## src/rtl/timer_sched_pkg.sv

```systemverilog
// Shared types and defaults for the timer scheduler: FSM state encoding and
// default requester count / countdown width.
package timer_sched_pkg;

  localparam int N_REQ_DEFAULT = 4;
  localparam int WIDTH_DEFAULT = 16;

  typedef enum logic [1:0] {
    IDLE = 2'd0,
    RUN  = 2'd1,
    DONE = 2'd2
  } sched_state_e;

endpackage

```

## src/rtl/countdown_core.sv

```systemverilog
// WIDTH-bit countdown counter: synchronous clear, load and saturating
// decrement (clear beats load beats decrement). busy flags a non-zero value.
module countdown_core #(
  parameter int WIDTH = 16
) (
  input  logic             clk,
  input  logic             reset_n,
  input  logic             load,
  input  logic [WIDTH-1:0] load_value,
  input  logic             dec,
  input  logic             clear,
  output logic [WIDTH-1:0] value,
  output logic             busy
);

  // Counter register; decrement holds at zero so the value never wraps.
  always_ff @(posedge clk) begin
    // NOTE: registered state uses non-blocking assignments so every flop
    // samples pre-edge values regardless of statement order.
    if (!reset_n) begin
      value <= '0;
    end else if (clear) begin
      value <= '0;
    end else if (load) begin
      value <= load_value;
    end else if (dec && (value != '0)) begin
      value <= value - 1'b1;
    end
  end

  assign busy = (value != '0);

endmodule

```

## src/rtl/timer_scheduler.sv

```systemverilog
// Round-robin scheduler sharing one countdown timer among N_REQ requesters.
// A winner is picked in IDLE, the timer counts its duration down in RUN and a
// one-cycle done pulse is issued in DONE before returning to IDLE.
module timer_scheduler
  import timer_sched_pkg::*;
#(
  parameter int N_REQ = N_REQ_DEFAULT,
  parameter int WIDTH = WIDTH_DEFAULT
) (
  input  logic                   clk,
  input  logic                   reset_n,
  input  logic [N_REQ-1:0]       req,
  input  logic [N_REQ*WIDTH-1:0] cycles,
  output logic [N_REQ-1:0]       grant,
  output logic [N_REQ-1:0]       done,
  output logic                   busy,
  output logic [WIDTH-1:0]       remaining
);

  localparam int IDX_W = (N_REQ > 1) ? $clog2(N_REQ) : 1;

  sched_state_e     state_q, state_d;
  logic [IDX_W-1:0] owner_q, owner_d;
  logic [IDX_W-1:0] ptr_q, ptr_d;
  logic [IDX_W-1:0] owner_next;
  logic [IDX_W-1:0] winner;
  logic             any_req;
  logic [WIDTH-1:0] win_cycles;
  logic [N_REQ-1:0] owner_onehot;

  logic             cnt_load;
  logic             cnt_dec;
  logic             cnt_clear;
  logic             cnt_busy;
  logic [WIDTH-1:0] cnt_value;

  // Round-robin pick: first set req bit at or above ptr, wrapping. Scanning
  // from the far end down lets the closest candidate win by overwriting.
  always_comb begin
    // NOTE: every output of a combinational block gets a default first, so
    // no path leaves it unassigned and no latch is inferred.
    winner  = '0;
    any_req = 1'b0;
    for (int i = N_REQ - 1; i >= 0; i--) begin
      if (req[(int'(ptr_q) + i) % N_REQ]) begin
        winner  = IDX_W'((int'(ptr_q) + i) % N_REQ);
        any_req = 1'b1;
      end
    end
  end

  assign win_cycles   = cycles[int'(winner)*WIDTH +: WIDTH];
  assign owner_next   = (owner_q == IDX_W'(N_REQ - 1)) ? '0 : owner_q + 1'b1;
  assign owner_onehot = N_REQ'(1) << owner_q;

  // Next-state, owner/pointer update and counter controls.
  always_comb begin
    state_d   = state_q;
    owner_d   = owner_q;
    ptr_d     = ptr_q;
    cnt_load  = 1'b0;
    cnt_dec   = 1'b0;
    cnt_clear = 1'b0;
    case (state_q)
      IDLE: begin
        if (any_req) begin
          owner_d  = winner;
          cnt_load = 1'b1;
          state_d  = (win_cycles != '0) ? RUN : DONE;
        end
      end
      RUN: begin
        if (!req[owner_q]) begin
          // Owner withdrew: silent abort, turn passes to the next index.
          state_d   = IDLE;
          cnt_clear = 1'b1;
          ptr_d     = owner_next;
        end else begin
          cnt_dec = cnt_busy;
          if (cnt_value <= WIDTH'(1)) begin
            state_d = DONE;
          end
        end
      end
      DONE: begin
        state_d   = IDLE;
        cnt_clear = 1'b1;
        ptr_d     = owner_next;
      end
      default: begin
        state_d   = IDLE;
        cnt_clear = 1'b1;
      end
    endcase
  end

  // State, owner and round-robin pointer registers with synchronous reset.
  always_ff @(posedge clk) begin
    if (!reset_n) begin
      state_q <= IDLE;
      owner_q <= '0;
      ptr_q   <= '0;
    end else begin
      state_q <= state_d;
      owner_q <= owner_d;
      ptr_q   <= ptr_d;
    end
  end

  countdown_core #(
    .WIDTH (WIDTH)
  ) u_countdown (
    .clk        (clk),
    .reset_n    (reset_n),
    .load       (cnt_load),
    .load_value (win_cycles),
    .dec        (cnt_dec),
    .clear      (cnt_clear),
    .value      (cnt_value),
    .busy       (cnt_busy)
  );

  assign busy      = (state_q != IDLE);
  assign grant     = busy ? owner_onehot : '0;
  assign done      = (state_q == DONE) ? owner_onehot : '0;
  assign remaining = cnt_value;

endmodule

```

## config.mk

```make
export PLATFORM = sky130hd
export DESIGN_NAME = timer_scheduler
export DESIGN_NICKNAME = d
export VERILOG_FILES = /design/src/rtl/timer_sched_pkg.sv /design/src/rtl/countdown_core.sv /design/src/rtl/timer_scheduler.sv
export SDC_FILE = /design/constraint.sdc
export NUM_CORES = 1
export LEC_CHECK = 0
export ABC_AREA = 1
export ABC_CLOCK_PERIOD_IN_PS = 2900
export BUFFER_PORTS_ARGS = -buffer_cell sky130_fd_sc_hd__buf_2
export CAP_MARGIN = 20
export CORE_MARGIN = 1
export CORE_UTILIZATION = 42
export DETAILED_ROUTE_END_ITERATION = 16
export PLACE_DENSITY = 0.72
export SLEW_MARGIN = 25
export SYNTH_ARGS = -nofsm -noshare
export SYNTH_HDL_FRONTEND = slang
export SYNTH_SLANG_ARGS = --single-unit
```

## constraint.sdc

```tcl
create_clock -name clk -period 2.9 [get_ports clk]
set_input_delay 0.435 -clock clk [delete_from_list [all_inputs] [get_ports clk]]
set_output_delay 0.435 -clock clk [all_outputs]
set_load 0.005 [all_outputs]
```

==> results of run 1 <==
-- area by class of cell --
class | count | area share [%]
repair buffers | 97 | 18.17
inverters | 33 | 4.564
flip-flops and latches | 22 | 16.27
multi-input cells | 301 | 55.88
clock buffers | 4 | 2.029
well taps | 67 | 3.089
-- layout by cell type (no fill, tap or decap), types with 5 or more instances in the layout --
cell      Yosys  routed
dfxtp_1      22      21
a211oi_1      5       5
o21ai_0      15      15
inv_1        29      29
nor2_1       39      39
nand3_1      75      75
buf_2         7      94
o21ai_1       5       5
nand2_2       5       5
a21oi_1      21      21
nand2_1      99      99
ha_1          6       6
-- state kept, by name, summed over array words and instances, names as in the netlist --
name               cells
u_countdown.value     16
owner_q                2
ptr_q                  2
state_q                2
-- stage by stage --
| stage | power (W) | hold slack, ps |
|---|---|---|
| 6_report | 0.003455 | 452.6 |
| 4_1_cts | 0.003401 | 458.8 |
| 3_3_place_gp | 0.003135 | 548.1 |
| 5_1_grt | 0.003799 | 477.8 |
| 2_1_floorplan | 0.002656 | 501.2 |
| 3_5_place_dp | 0.003157 | 558.6 |
-- critical path: cells and delay by family, from the launching register on --
family | cells | cell delay [ps]
flip-flops | 1 | 490
AND/OR/NAND/NOR | 16 | 1770
buffers and inverters | 1 | 130
-- how the worst min path moves through the flow --
stage	depth (start not counted)	start	end
floorplan	2	ptr_q[0]	ptr_q[0]
global placement	2	u_countdown.value[9]	u_countdown.value[9]
detailed placement	2	u_countdown.value[11]	u_countdown.value[11]
CTS	3	reset_n	ptr_q[1]
global route	3	reset_n	ptr_q[1]
finish	3	reset_n	owner_q[1]
-- metal layers --
metal	GRT usage, %	part of all wire, %	vias up
met1	35.00	45	1270
met3	1.220	7.0	9
met5	0	0	-
li1	-	-	1409
met4	4.403	0.97	0
met2	39.29	47	140
-- where the power goes --
group          leakage (nW)  switching [W]  internal [W]  total (W)
clock network        0.0288       0.000110      0.000121   0.000232
logic                  1.21        0.00180      0.000888    0.00269
registers             0.182       0.000128      0.000408   0.000536
-- logic make-up after synthesis --
| logic type | share of synthesized area (%) |
|---|---|
| adder cells (fa/ha/maj) | 3.427 |
| AO/OA/AOI/OAI | 16.16 |
| buffers and inverters | 10.68 |
| XOR/XNOR | 1.142 |
| AND/OR/NAND/NOR | 48.49 |
| flip-flops | 20.10 |
==> run summary, run 1 <==
Htree depth = 1
Ys Warns = 0
Final nets = 534
# DRC = 0
Peak VDD IR = 0.7418 mV
Minimum clock period = 2500 ps
N_diodes = 0
Worst-margin pin slew = 628.1 ps
Sequential area share after synthesis = 20.10%
Antenna Nets Post-Route = 0
Syn Nets = 448
Hold Vio Cnt, Final = 0
CTS tree = built
Post-DP Area = 2658 sq um
Via Count = 2,828
Synth top area cells = dfxtp_1 20%, nand3_1 17%, nand2_1 17%
F_max = 400.1 MHz
Post-Route WL = 6688 microns
Post-synth top area cell = dfxtp_1
Post-synth top cells = 99 x nand2_1, 75 x nand3_1, 39 x nor2_1
Endpoint class of the critical path = flip-flop
Cells after Synth = 372
#FFs+latches synth = 22
Lkg Pwr = 1.417 nW
Worst setup endpoint = state_q[1]
Die H = 74.23 microns
Crit-path max FO = 33
Startpoint Class = flip-flop
Count leader, synth = nand2_1
Drt first-iter violations = 323
Fillers = 519
Max Root-Sink Buffers = 2
CP Cell Sequence = inv_1 > nand2_1 > nand3_2 > nand2_1 > nand3_4 > nand2_2 > nand2_4 > nand2_4 > nand2_1 > nand3_1 > nand2_1 > nand2_1 > nor2_1 > nand2_1 > nor2_2 > nor2_1 > nor2_2
Hold_buf cts = 0
I/O Buffers = 94
Worst EP arrival = 2660 ps
Layout Utilization = 55.62%
Layout Cells excl Fill = 524
Design area = 2714 sq um
Routability cong. = 0.9005
GR Util All Layers = 23.95%
EDFF count, synth = 0
Vias in the first global route = 2,350
RSZ-0062 raised after global routing = no
Critical Path Start = ptr_q[0]
FF-to-FF path depth = 17
Crit path largest cell delay = 490 ps
Post-CTS Repair Setup Buffers = 0
Slew Viols, Final = 0
Rel. slew slack = 57.84%
Pwr per Cell Area = 1273 nW/um^2
Initial antenna violation count = 0
Core outline area = 4880 sq um
Global-route wire length before repair = 10,470 microns
TritonRoute pass-1 iters = 5
Clock latency on the worst-skew pair = 270 ps
Fin crit share = 86.19%
Most frequent CP cell = nand2_1
Post-Syn Area = 2191 sq um
Status = finished, final reports clean
HP Class = input pin to flip-flop
CTS Buf Count = 3
Largest net degree at the start of global routing = 34
Die width = 74.23 microns
Register area = 441.7 sq um
Placement Setup Slack = 222.2 ps
Max Cap Viol = 0
Multi-input logic area = 1516 sq um
Drt wl/cell = 12.76 microns
Root buf cell = clkbuf_8
Post-cts repair resize count = 0
Sum of negative setup slack = 0 ps
I/O Pins = 95
Worst r2r src = ptr_q[0]
Mean number of vias per cell = 5.397
Async SR Flop Fraction = 0%
Final worst slack = 400.4 ps
CTS sink count = 22
CP max-delay cell = dfxtp_2
HPWL Detailed = 5112 microns
Top_reg_cell synth = dfxtp_1
Worst r2r dst = state_q[1]
# setup viols final = 0
FP Rows = 25
Synth cell types = 34
Die ar. = 5509 sq um
GRT overflow = 0
Clock transition at the registers of the reported paths = 90 ps
Layout area overhead = 23.87%
Critical path type = flip-flop to flip-flop
Syn Area/Cell = 5.889 sq um
Worst reg2reg setup slack = 400 ps
Worst Path Required = 3060 ps
Placed cells = 520
Share of cells above drive strength 1 = 26.91%
Clk_skew = 4.562 ps
Starting density of the core = 44.90%
Synth top area share = 20.10%
No activity file was read; power rests on OpenSTA's default activity.
==> run 2: changes to the inputs <==
--- a/config.mk
+++ b/config.mk
@@ -9,6 +9,7 @@
 export ABC_CLOCK_PERIOD_IN_PS = 2900
 export BUFFER_PORTS_ARGS = -buffer_cell sky130_fd_sc_hd__buf_2
 export CAP_MARGIN = 20
+export CORE_ASPECT_RATIO = 0.8
 export CORE_MARGIN = 1
 export CORE_UTILIZATION = 42
 export DETAILED_ROUTE_END_ITERATION = 16
==> run summary, run 2 (synthesized netlist as in run 1, its figures left out) <==
Status = finished, final reports clean
CP max-delay cell = dfxtp_1
HPWL Detailed = 5259 microns
N_diodes = 0
TritonRoute pass-1 iters = 5
Minimum clock period = 2508 ps
Worst reg2reg setup slack = 390 ps
Layout Utilization = 54.67%
I/O Pins = 95
Crit path largest cell delay = 400 ps
Vias in the first global route = 2,324
Htree depth = 1
Sum of negative setup slack = 0 ps
Largest Register = u_countdown.value
Worst r2r src = ptr_q[0]
Slew Viols, Final = 0
Startpoint Class = flip-flop
Peak VDD IR = 0.8370 mV
Share of cells above drive strength 1 = 27.02%
Post-cts repair resize count = 0
Post-Route WL = 6655 microns
Worst EP arrival = 2720 ps
Largest register FFs = 16
Most frequent CP cell = nand2_1
# DRC = 0
Initial antenna violation count = 0
CTS tree = built
Pwr per Cell Area = 1292 nW/um^2
Post-CTS Repair Setup Buffers = 0
Commonest non-fill, non-tap cell in the layout = nand2_1
HP Class = input pin to flip-flop
Critical path type = flip-flop to flip-flop
Clock transition at the registers of the reported paths = 80 ps
GRT overflow = 0
RSZ-0062 raised after global routing = no
Commonest cells after routing, fill and taps aside = 99 x nand2_1, 94 x buf_2, 75 x nand3_1
Mean number of vias per cell = 5.359
Max Root-Sink Buffers = 2
Worst r2r dst = state_q[1]
F_max = 398.7 MHz
Routability cong. = 0.8719
CP Cell Sequence = buf_4 > nand2_1 > o21ai_1 > nand2_2 > nand3_4 > nand2_2 > nand2_4 > nand2_4 > nand2_1 > nand3_1 > nand2_1 > nand2_1 > nor2_1 > nand2_1 > nor2_2 > nor2_1 > nor2_2
Drt wl/cell = 12.77 microns
I/O Buffers = 94
Antenna Nets Post-Route = 0
Lkg Pwr = 1.433 nW
Die H = 66.60 microns
# setup viols final = 0
Endpoint class of the critical path = flip-flop
FP Rows = 23
Layout area overhead = 24.96%
Die width = 82.75 microns
Worst-margin pin slew = 626.0 ps
Starting density of the core = 43.75%
Crit-path max FO = 33
Via Count = 2,792
GR Util All Layers = 25.19%
FF-to-FF path depth = 17
Max Cap Viol = 0
Hold Vio Cnt, Final = 0
Clock latency on the worst-skew pair = 270 ps
CTS Buf Count = 3
Largest net degree at the start of global routing = 34
Drt first-iter violations = 231
Critical Path Start = ptr_q[0]
CTS sink count = 22
Core outline area = 5007 sq um
Global-route wire length before repair = 10,730 microns
Fin crit share = 86.48%
Worst Path Required = 3110 ps
Hold_buf cts = 0
Final nets = 536
Rel. slew slack = 57.99%
Worst setup endpoint = state_q[1]
Root buf cell = clkbuf_8
Die ar. = 5511 sq um
Clk_skew = 8.146 ps
-- run 2: worst max-delay path: cells and delay by family (launching register included) --
kind,cells,cell delay [ps]
compound gates,1,110
simple gates,15,1720
buf+inv,1,210
flops,1,400
-- run 2: cell type report --
class                           count  area (sq um)
Clock inverter                      1         30.03
Fill cell                         553          2270
Sequential cell                    22         440.4
Multi-Input combinational cell    301          1516
Tap cell                           62         77.57
Clock buffer                        3         41.29
Inverter                           33         123.9
Timing Repair Buffer               99         508.0
-- run 2: worst min path at each step --
stage                                 to  cells after the start                 start  slack [ps]
floorplan                       ptr_q[0]                      2              ptr_q[0]         500
global placement    u_countdown.value[9]                      2  u_countdown.value[9]         560
detailed placement  u_countdown.value[9]                      2  u_countdown.value[9]         560
CTS                           owner_q[1]                      3               reset_n         450
global route                  owner_q[1]                      3               reset_n         480
finish                        owner_q[1]                      3               reset_n         460
-- run 2: layer usage --
layer	up-vias	routed length, microns	global-route usage [%]
met5	-	0	0
met4	0	91	6.897
met3	10	571	3.014
met2	137	2747	35.86
met1	1230	3245	38.78
li1	1415	-	-
-- run 2: power by group --
group / internal [W] / total [W] / switching, W / leakage, nW
clock: 0.000185 / 0.000298 / 0.000113 / 0.0357
combinational: 0.000904 / 0.00272 / 0.00181 / 1.22
sequential: 0.000407 / 0.000520 / 0.000114 / 0.181
total: 0.00150 / 0.00354 / 0.00204 / 1.43
-- run 2: per-stage QoR --
step | cells | setup WS, ps | instance area (sq um) | total power (W) | hold slack (ps)
2_1_floorplan | 372 | 1034 | 2191 | 0.002656 | 501.2
3_3_place_gp | 517 | 467.9 | 2666 | 0.003172 | 555.6
3_5_place_dp | 517 | 381.5 | 2666 | 0.003209 | 558.1
4_1_cts | 521 | 396.1 | 2738 | 0.003515 | 453.1
5_1_grt | 521 | 82.12 | 2738 | 0.003935 | 481.1
6_report | 521 | 392.1 | 2738 | 0.003537 | 463.0
